File: config.mk
export PLATFORM = sky130hd
export DESIGN_NAME = pc_seq_unit_flat
export DESIGN_NICKNAME = d
export VERILOG_FILES = /design/src/rtl/pc_seq_unit_if.sv /design/src/rtl/pc_seq_unit.sv /design/src/flat_wrapper.sv
export SDC_FILE = /design/constraint.sdc
export NUM_CORES = 1
export LEC_CHECK = 0
export CORE_UTILIZATION = 55
export CTS_BUF_LIST = sky130_fd_sc_hd__clkbuf_8
export CTS_CLUSTER_SIZE = 28
export DETAILED_ROUTE_END_ITERATION = 10
export GPL_ROUTABILITY_DRIVEN = 0
export PLACE_DENSITY = 0.9
export SLEW_MARGIN = 5
export SYNTH_ARGS = -nofsm -noshare
export SYNTH_HDL_FRONTEND = slang
export SYNTH_SLANG_ARGS = --single-unit
File: constraint.sdc
create_clock -name clk -period 2.7 [get_ports clk]
set_input_delay 0.54 -clock clk [delete_from_list [all_inputs] [get_ports clk]]
set_output_delay 0.54 -clock clk [all_outputs]
set_load 0.02 [all_outputs]
File: src/rtl/pc_seq_unit_if.sv
// Interface between instruction decode and the program-counter sequencer.
//   master : decode side. It drives en/op/take/offset/target/halt/resume and
//            observes pc/npc/halted/sp/stk_ovf/stk_unf.
//   slave  : sequencer side. It has the opposite directions.
interface pc_seq_unit_if #(
  parameter int PC_W  = 10,
  parameter int OFF_W = 9,
  parameter int DEPTH = 4
);
  localparam int SP_W = $clog2(DEPTH + 1);

  logic                    en;
  logic [2:0]              op;
  logic                    take;
  logic signed [OFF_W-1:0] offset;
  logic [PC_W-1:0]         target;
  logic                    halt;
  logic                    resume;
  logic [PC_W-1:0]         pc;
  logic [PC_W-1:0]         npc;
  logic                    halted;
  logic [SP_W-1:0]         sp;
  logic                    stk_ovf;
  logic                    stk_unf;

  modport master (
    output en, op, take, offset, target, halt, resume,
    input  pc, npc, halted, sp, stk_ovf, stk_unf
  );

  modport slave (
    input  en, op, take, offset, target, halt, resume,
    output pc, npc, halted, sp, stk_ovf, stk_unf
  );
endinterface

File: src/rtl/pc_seq_unit.sv
// Registered program-counter sequencer.
// It supports sequential advance, relative branches, absolute jumps, and
// call/return through a small LIFO return stack. It also supports stall
// (en=0) and halt/resume.
// Ports:
//   clk   - clock; all state updates on the rising edge
//   rst_n - synchronous active-low reset
//   bus   - pc_seq_unit_if.slave
//           inputs : en, op, take, offset, target, halt, resume
//           outputs: pc (registered), npc (combinational pc+1), halted,
//                    sp (valid stack entries), stk_ovf/stk_unf (sticky)
module pc_seq_unit #(
  parameter int              PC_W      = 10,
  parameter int              OFF_W     = 9,
  parameter int              DEPTH     = 4,
  parameter logic [PC_W-1:0] RESET_VEC = '0
) (
  input  logic          clk,
  input  logic          rst_n,
  pc_seq_unit_if.slave  bus
);
  localparam int SP_W  = $clog2(DEPTH + 1);
  localparam int PTR_W = (DEPTH > 1) ? $clog2(DEPTH) : 1;

  typedef enum logic {ST_RUN, ST_HALT} state_t;
  typedef enum logic [2:0] {
    OP_NEXT = 3'b000,
    OP_BR   = 3'b001,
    OP_JMP  = 3'b010,
    OP_CALL = 3'b011,
    OP_RET  = 3'b100
  } op_t;

  state_t          state_q, state_d;
  logic [PC_W-1:0] pc_q, pc_d;
  logic [SP_W-1:0] sp_q, sp_d;
  logic            ovf_q, ovf_d;
  logic            unf_q, unf_d;
  logic            push;
  logic [PC_W-1:0] stk_q [DEPTH];
  logic [PC_W-1:0] npc;
  logic [PTR_W-1:0] push_idx;
  logic [PTR_W-1:0] pop_idx;
  logic [SP_W-1:0]  sp_m1;

  // Wrapping increment; the full-width add carries through every bit.
  function automatic logic [PC_W-1:0] pc_inc(input logic [PC_W-1:0] base);
    return base + PC_W'(1);
  endfunction

  // The offset is sign-extended to PC_W before the add, so the sum wraps
  // modulo 2^PC_W in both directions.
  function automatic logic [PC_W-1:0] pc_add_rel(
    input logic [PC_W-1:0]         base,
    input logic signed [OFF_W-1:0] off
  );
    logic signed [PC_W-1:0] off_ext;
    off_ext = PC_W'(off);
    return base + off_ext;
  endfunction

  assign npc      = pc_inc(pc_q);
  assign sp_m1    = sp_q - SP_W'(1);
  assign push_idx = sp_q[PTR_W-1:0];
  assign pop_idx  = sp_m1[PTR_W-1:0];

  always_comb begin
    state_d = state_q;
    pc_d    = pc_q;
    sp_d    = sp_q;
    ovf_d   = ovf_q;
    unf_d   = unf_q;
    push    = 1'b0;
    case (state_q)
      ST_RUN: begin
        // halt outranks en and op; the op in that cycle is dropped.
        if (bus.halt) begin
          state_d = ST_HALT;
        end else if (bus.en) begin
          case (op_t'(bus.op))
            OP_BR:   pc_d = bus.take ? pc_add_rel(pc_q, bus.offset) : npc;
            OP_JMP:  pc_d = bus.target;
            OP_CALL: begin
              // The jump happens even when the stack is full.
              pc_d = bus.target;
              if (sp_q < SP_W'(DEPTH)) begin
                push = 1'b1;
                sp_d = sp_q + SP_W'(1);
              end else begin
                ovf_d = 1'b1;
              end
            end
            OP_RET: begin
              if (sp_q != '0) begin
                pc_d = stk_q[pop_idx];
                sp_d = sp_m1;
              end else begin
                pc_d  = npc;
                unf_d = 1'b1;
              end
            end
            default: pc_d = npc;
          endcase
        end
      end
      ST_HALT: begin
        if (bus.resume) state_d = ST_RUN;
      end
      default: state_d = ST_RUN;
    endcase
  end

  always_ff @(posedge clk) begin
    if (!rst_n) begin
      state_q <= ST_RUN;
      pc_q    <= RESET_VEC;
      sp_q    <= '0;
      ovf_q   <= 1'b0;
      unf_q   <= 1'b0;
    end else begin
      state_q <= state_d;
      pc_q    <= pc_d;
      sp_q    <= sp_d;
      ovf_q   <= ovf_d;
      unf_q   <= unf_d;
    end
  end

  // Stack storage carries no reset. Only the push is suppressed while reset
  // is asserted.
  always_ff @(posedge clk) begin
    if (rst_n && push) stk_q[push_idx] <= npc;
  end

  assign bus.pc      = pc_q;
  assign bus.npc     = npc;
  assign bus.halted  = (state_q == ST_HALT);
  assign bus.sp      = sp_q;
  assign bus.stk_ovf = ovf_q;
  assign bus.stk_unf = unf_q;
endmodule
File: src/flat_wrapper.sv
// flat-port wrapper written by rule: the top's interface ports become plain ports
module pc_seq_unit_flat 
#(
  parameter int              PC_W      = 10,
  parameter int              OFF_W     = 9,
  parameter int              DEPTH     = 4,
  parameter logic [PC_W-1:0] RESET_VEC = '0
)
  (clk, rst_n, bus_en, bus_op, bus_take, bus_offset, bus_target, bus_halt, bus_resume, bus_pc, bus_npc, bus_halted, bus_sp, bus_stk_ovf, bus_stk_unf);
  pc_seq_unit_if #(.PC_W(PC_W), .OFF_W(OFF_W), .DEPTH(DEPTH)) bus_i ();
  input  logic clk;
  input  logic rst_n;
  input wire logic [$bits(bus_i.en)-1:0] bus_en;
  input wire logic [$bits(bus_i.op)-1:0] bus_op;
  input wire logic [$bits(bus_i.take)-1:0] bus_take;
  input wire logic [$bits(bus_i.offset)-1:0] bus_offset;
  input wire logic [$bits(bus_i.target)-1:0] bus_target;
  input wire logic [$bits(bus_i.halt)-1:0] bus_halt;
  input wire logic [$bits(bus_i.resume)-1:0] bus_resume;
  output wire logic [$bits(bus_i.pc)-1:0] bus_pc;
  output wire logic [$bits(bus_i.npc)-1:0] bus_npc;
  output wire logic [$bits(bus_i.halted)-1:0] bus_halted;
  output wire logic [$bits(bus_i.sp)-1:0] bus_sp;
  output wire logic [$bits(bus_i.stk_ovf)-1:0] bus_stk_ovf;
  output wire logic [$bits(bus_i.stk_unf)-1:0] bus_stk_unf;
  assign bus_i.en = bus_en;
  assign bus_i.op = bus_op;
  assign bus_i.take = bus_take;
  assign bus_i.offset = bus_offset;
  assign bus_i.target = bus_target;
  assign bus_i.halt = bus_halt;
  assign bus_i.resume = bus_resume;
  assign bus_pc = bus_i.pc;
  assign bus_npc = bus_i.npc;
  assign bus_halted = bus_i.halted;
  assign bus_sp = bus_i.sp;
  assign bus_stk_ovf = bus_i.stk_ovf;
  assign bus_stk_unf = bus_i.stk_unf;
  pc_seq_unit #(.PC_W(PC_W), .OFF_W(OFF_W), .DEPTH(DEPTH), .RESET_VEC(RESET_VEC)) u_core (.clk(clk), .rst_n(rst_n), .bus(bus_i));
endmodule
After elaboration in Yosys (flattened, before gate mapping)
Memories as Yosys holds them, arrays and structs flattened.
Index checks and enable logic that the tools add are counted.
{"block": "classes", "n_addsub": 4, "mul": 0, "div_mod_pow": 0, "order_cmp": 1, "n_eq_ne": 6, "shift": 0, "muxes": 16, "bitwise": 4, "n_reduce_logical": 8}
{"cell": "$pmux W10 S3", "count": 1}
{"cell": "$mux W10", "count": 2}
{"cell": "$add A10 B1 Y10 const B", "count": 1}
{"cell": "$add A10 B10 Y10", "count": 1}
{"cell": "$reduce_and A5 Y1", "count": 2}
{"cell": "$mux W1", "count": 9}
{"cell": "$eq A3 B2 Y1 const B", "count": 2}
{"cell": "$mux W3", "count": 2}
{"cell": "$pmux W3 S2", "count": 1}
{"cell": "$reduce_and A6 Y1", "count": 1}
{"cell": "$ne A2 B1 Y1 const B", "count": 2}
{"cell": "$not A1 Y1", "count": 4}
{"cell": "$add A3 B1 Y3 const B", "count": 1}
{"cell": "$eq A3 B1 Y1 const B", "count": 1}
{"cell": "$eq A3 B3 Y1 const B", "count": 1}
{"cell": "$lt A3 B3 Y1 const B", "count": 1}
{"cell": "$reduce_and A3 Y1", "count": 1}
{"cell": "$reduce_bool A3 Y1", "count": 1}
{"cell": "$sub A3 B1 Y3 const B", "count": 1}
{"cell": "$pmux W1 S2", "count": 1}
{"cell": "$reduce_bool A2 Y1", "count": 1}
{"cell": "$reduce_or A2 Y1", "count": 1}
{"cell": "$logic_and A1 B1 Y1", "count": 1}
{"block": "word_totals", "regBits": 16, "latchBits": 0, "ramBits": 40, "rom_bits": 0, "in_bits": 28, "output_inout_bits": 26, "elab_cells": 45, "mem_count": 1}
{"name": "u_core.stk_q", "depth": 4, "width": 10, "read_ports": 1, "rd_ports_with_merged_regs": 0, "wr": 1, "line_no": "pc_seq_unit.sv:40", "rtl": "logic [PC_W-1:0] stk_q [DEPTH];"}

Longest topological paths before layout
{"block": "logic_depth", "ltp_word": 9, "mapped_depth": 10, "mapped_depth_nobuf": 8}

Least setup slack after synthesis
OpenSTA, ideal clock, no wires.
{"block": "synth_path", "path_kind": "input to register", "startpoint": "input bus_offset[0]", "endpoint": "register u_core.pc_q[8], in the netlist u_core.bus.pc[8]", "setup_time_ps": 123, "arrival_time_ps": 2080, "required_ps": 2577, "setup_slack_ps": 497, "stages": 7, "path_buffers": 0, "cell_sequence": "ha_1 fa_1 a211oi_2 o21bai_1 a2111oi_2 or3_1 nand3_1"}
{"block": "synth_via", "elab_chain_cells": 3}
{"item": "start: declaration", "line_no": "flat_wrapper.sv:16", "rtl": "input wire logic [$bits(bus_i.offset)-1:0] bus_offset;"}
{"item": "$add A10 B10 Y10", "line_no": "pc_seq_unit.sv:59", "rtl": "return base + off_ext;"}
{"item": "$mux W10", "line_no": "pc_seq_unit.sv:81", "rtl": "OP_BR: pc_d = bus.take ? pc_add_rel(pc_q, bus.offset) : npc;"}
{"item": "$pmux W10 S3", "line_no": "pc_seq_unit.sv:80", "rtl": "case (op_t'(bus.op))"}
{"item": "end signal: assignment", "line_no": "pc_seq_unit.sv:122", "rtl": "pc_q <= pc_d;"}
{"item": "end: declaration", "line_no": "pc_seq_unit.sv:35", "rtl": "logic [PC_W-1:0] pc_q, pc_d;"}
Every way passes these cells.
A chain may end at the register's enable or synchronous reset.

Worst setup path after layout
{"block": "layout_path", "startpoint": "register u_core.pc_q[1], in the netlist u_core.bus.pc[1]", "endpoint": "output bus_npc[2]"}
{"block": "layout_via", "elab_chain_cells": 1}
{"item": "$add A10 B1 Y10", "line_no": "pc_seq_unit.sv:48", "rtl": "return base + PC_W'(1);"}
{"item": "end: declaration", "line_no": "flat_wrapper.sv:21", "rtl": "output wire logic [$bits(bus_i.npc)-1:0] bus_npc;"}
Every way passes these cells.

==> flow_summary_export.csv <==
group,metric,value,unit
run_status,status,"finished, final reports clean",
place,port_buffers,53,
critical_path,crit_path_cell_trace,"ha_1, xor2_1, clkdlybuf4s50_1",
global_routing,grt_pass1_wl,12300,microns
run,maxCapViolations,0,
floorplan,io_pins,54,
cts,cts_buffers,5,
floorplan,core,5240,sq um
floorplan,die_area,5870,sq um
timing,finalHoldViolations,0,
synth,synth_seq_area_share,49.7,%
synth,yosys_register_bits,56,
synth,synthTopCellsByArea,"edfxtp_1, dfxtp_1, mux4_1, ha_1, o21ai_0",
synth,synth_most_common_cell,"edfxtp_1",
global_routing,overflow,0,
timing,fin_skew,0.00576,ns
cts,cts.clk_slew.worst_paths,0.10,ns
synth,synthCells,253,
detailed_routing,wl,7700,microns
cts,h-tree-depth,2,
critical_path,r2r_start,"u_core.bus.pc[0]$_SDFFE_PN0P_",
synth,synth_flop_cell,"edfxtp_1",
detailed_routing,drc,0,
timing,max_freq,387,MHz
timing,holdWs,0.521,ns
layout,regArea,1520,sq um
critical_path,cp_slowest_cell,"clkdlybuf4s50_1",
detailed_routing,detail_route.wl_per_cell,19.4,microns
detailed_routing,vias_per_cell,6.28,
global_routing,met3_usage,3.83,%
floorplan,die_width,76.6,microns
layout,fillerInstances,333,
critical_path,critical_path_required,2.16,ns
critical_path,crit_arrival,2.04,ns
timing,report.final.setup_viol,0,
cts,clockBufferDepth,2,
global_routing,grt_pass1_vias,2456,
floorplan,fp.dieH,76.6,microns
detailed_routing,vias,2492,
cts,cts-root-buf,"clkbuf_8",
cts,cts_hold_buf,0,
global_routing,use_met1,34.3,%
layout,layout.cells.non_filler,397,
timing,slew_violations,0,
pwr,power_density,475,nW/um^2
critical_path,critPathMaxStageDelay,0.70,ns
global_routing,grt_usage,27.2,%
synth,synth-edff-count,40,
cts,clk_latency,0.31,ns
critical_path,cp_max_fo,6,
synth,synthArstFlopShare,0,%
critical_path,startpoint,"u_core.bus.pc[1]$_SDFFE_PN0P_",
critical_path,cp_top_family,"buffers and inverters",
synth,avgSynthCellArea,12.1,sq um
detailed_routing,antenna_left,0,
synth,synth_top_area_share,39.2,%
pwr,ir_worst_vdd,0.475,mV
global_routing,met2_usage,46.8,%
synth,syn_area,3060,sq um
global_routing,antenna_found_initial,0,
floorplan,rows,26,
layout,syn2layout_area_growth,29.5,%
place,dp_hpwl,5330,microns
layout,multi_input_area,1500,sq um
timing,worstMarginPinSlew,0.534,ns
pwr,leakagePower,1.50,nW
worst_hold_path,holdCritStartpoint,"u_core.bus.stk_ovf$_SDFFE_PN0P_",
place,pre_cts_slack,0.0138,ns
worst_hold_path,hp-class,"reg2reg",
cts,numClockSinks,56,
synth,yosysTopAreaCell,"edfxtp_1",
global_routing,grt_max_degree,20,
timing,rsz0062_at_grt,"true",
floorplan,initial_core_util,58.5,%
place,dp_cells,387,
timing,fin_crit_sh,95.7,%
critical_path,crit_path_end_kind,"output pin",
layout,antenna-diode-count,0,
critical_path,critPathKind,"reg2out",
layout,layout.nets,370,
timing,setup_slack,0.115,ns
critical_path,worst_setup_path_start_kind,"register",
timing,layout_min_cycle_time,2.58,ns
global_routing,top_usage_layer,"met2",
timing,relSlewSlack,64.2,%
synth,synthTopCellsByCount,"edfxtp_1, o21ai_0, dfxtp_1",
layout,drive_gt1_share,13.1,%
synth,synth_cell_types,50,
critical_path,critPathBufInv,1,
cts,cts_tree,"built",
detailed_routing,drt_iter0_drc,220,
synth,synth.yosys.warnings,0,
detailed_routing,first_pass_iters,6,
synth,synth.net_count,297,
-- placed cells by master, fill, tap and decap left out, types with 8 or more instances in the layout --
cell type,instances
a21oi_1,14
buf_4,22
clkdlybuf4s50_1,48
dfxtp_1,14
edfxtp_1,40
ha_1,15
inv_1,8
mux4_1,9
nand2_1,12
nand3_1,12
nor2_1,10
o21ai_0,17
-- routing by layer --
layer	vias to the layer above	share of wire [%]
met2	119	50
met1	1193	40
met3	28	6.3
met5	-	0
met4	0	3.5
li1	1152	-
-- stage by stage --
stage               power (mW)  util, %  area [sq um]  setup TNS, ns
finish                    1.88     75.7          3960              0
CTS                       1.87     74.6          3910         -0.319
global route              1.95     75.7          3960        -0.0155
global placement          1.30     72.2          3780              0
floorplan                 1.15        -          3060              0
detailed placement        1.31     72.2          3780              0
-- worst min-delay path, stage by stage (launching register included) --
cell	delay [ns]
dfxtp_1	0.35
a41oi_1	0.05
nor2b_1	0.10
-- registers in the layout, indices dropped and copies added (netlist names) --
register	flops
u_core.bus.halted	1
u_core.bus.pc	10
u_core.bus.sp	3
u_core.bus.stk_ovf	1
u_core.bus.stk_unf	1
u_core.stk_q	40
-- repair_timing --
action                     4_1_cts  5_1_grt
setup endpoints to repair        5        8
buffers inserted                 0        2
resized for setup                2       12
pin swaps                        0        2
cloned                           0        0
-- report_power, final --
group,internal [mW],switching (mW)
logic,0.167,0.186
clock network,0.286,0.288
registers,0.937,0.0175
total,1.39,0.492
-- final timing paths --
check | end | slack (ns) | depth (start not counted)
worst max-delay path | bus_npc[2] | 0.12 | 3
worst min-delay path | u_core.bus.stk_ovf$_SDFFE_PN0P_ | 0.52 | 2
worst max register to register | u_core.bus.pc[8]$_SDFFE_PN0P_ | 0.45 | 8
worst min register to register | u_core.bus.stk_ovf$_SDFFE_PN0P_ | 0.52 | 2
-- area by class of cell --
type | count | share of cell area, %
Clock buffer | 5 | 1.74
Multi-Input combinational cell | 180 | 37.9
Sequential cell | 56 | 38.4
Clock inverter | 3 | 1.26
Tap cell | 70 | 2.21
Inverter | 8 | 0.758
Timing Repair Buffer | 75 | 17.7
-- logic make-up (layout without fill, tap and decap cells) --
group	count (synthesis)	in the layout	synth area share, %
XOR/XNOR	11	11	3.15
adder cells (fa/ha/maj)	16	16	6.78
AND/OR/NAND/NOR	69	69	12.8
flip-flops	56	56	49.7
buffers and inverters	17	91	2.57
multiplexers	12	12	9.11
AO/OA/AOI/OAI	72	72	15.9
Note: power is estimated with default switching activity, not from simulation.
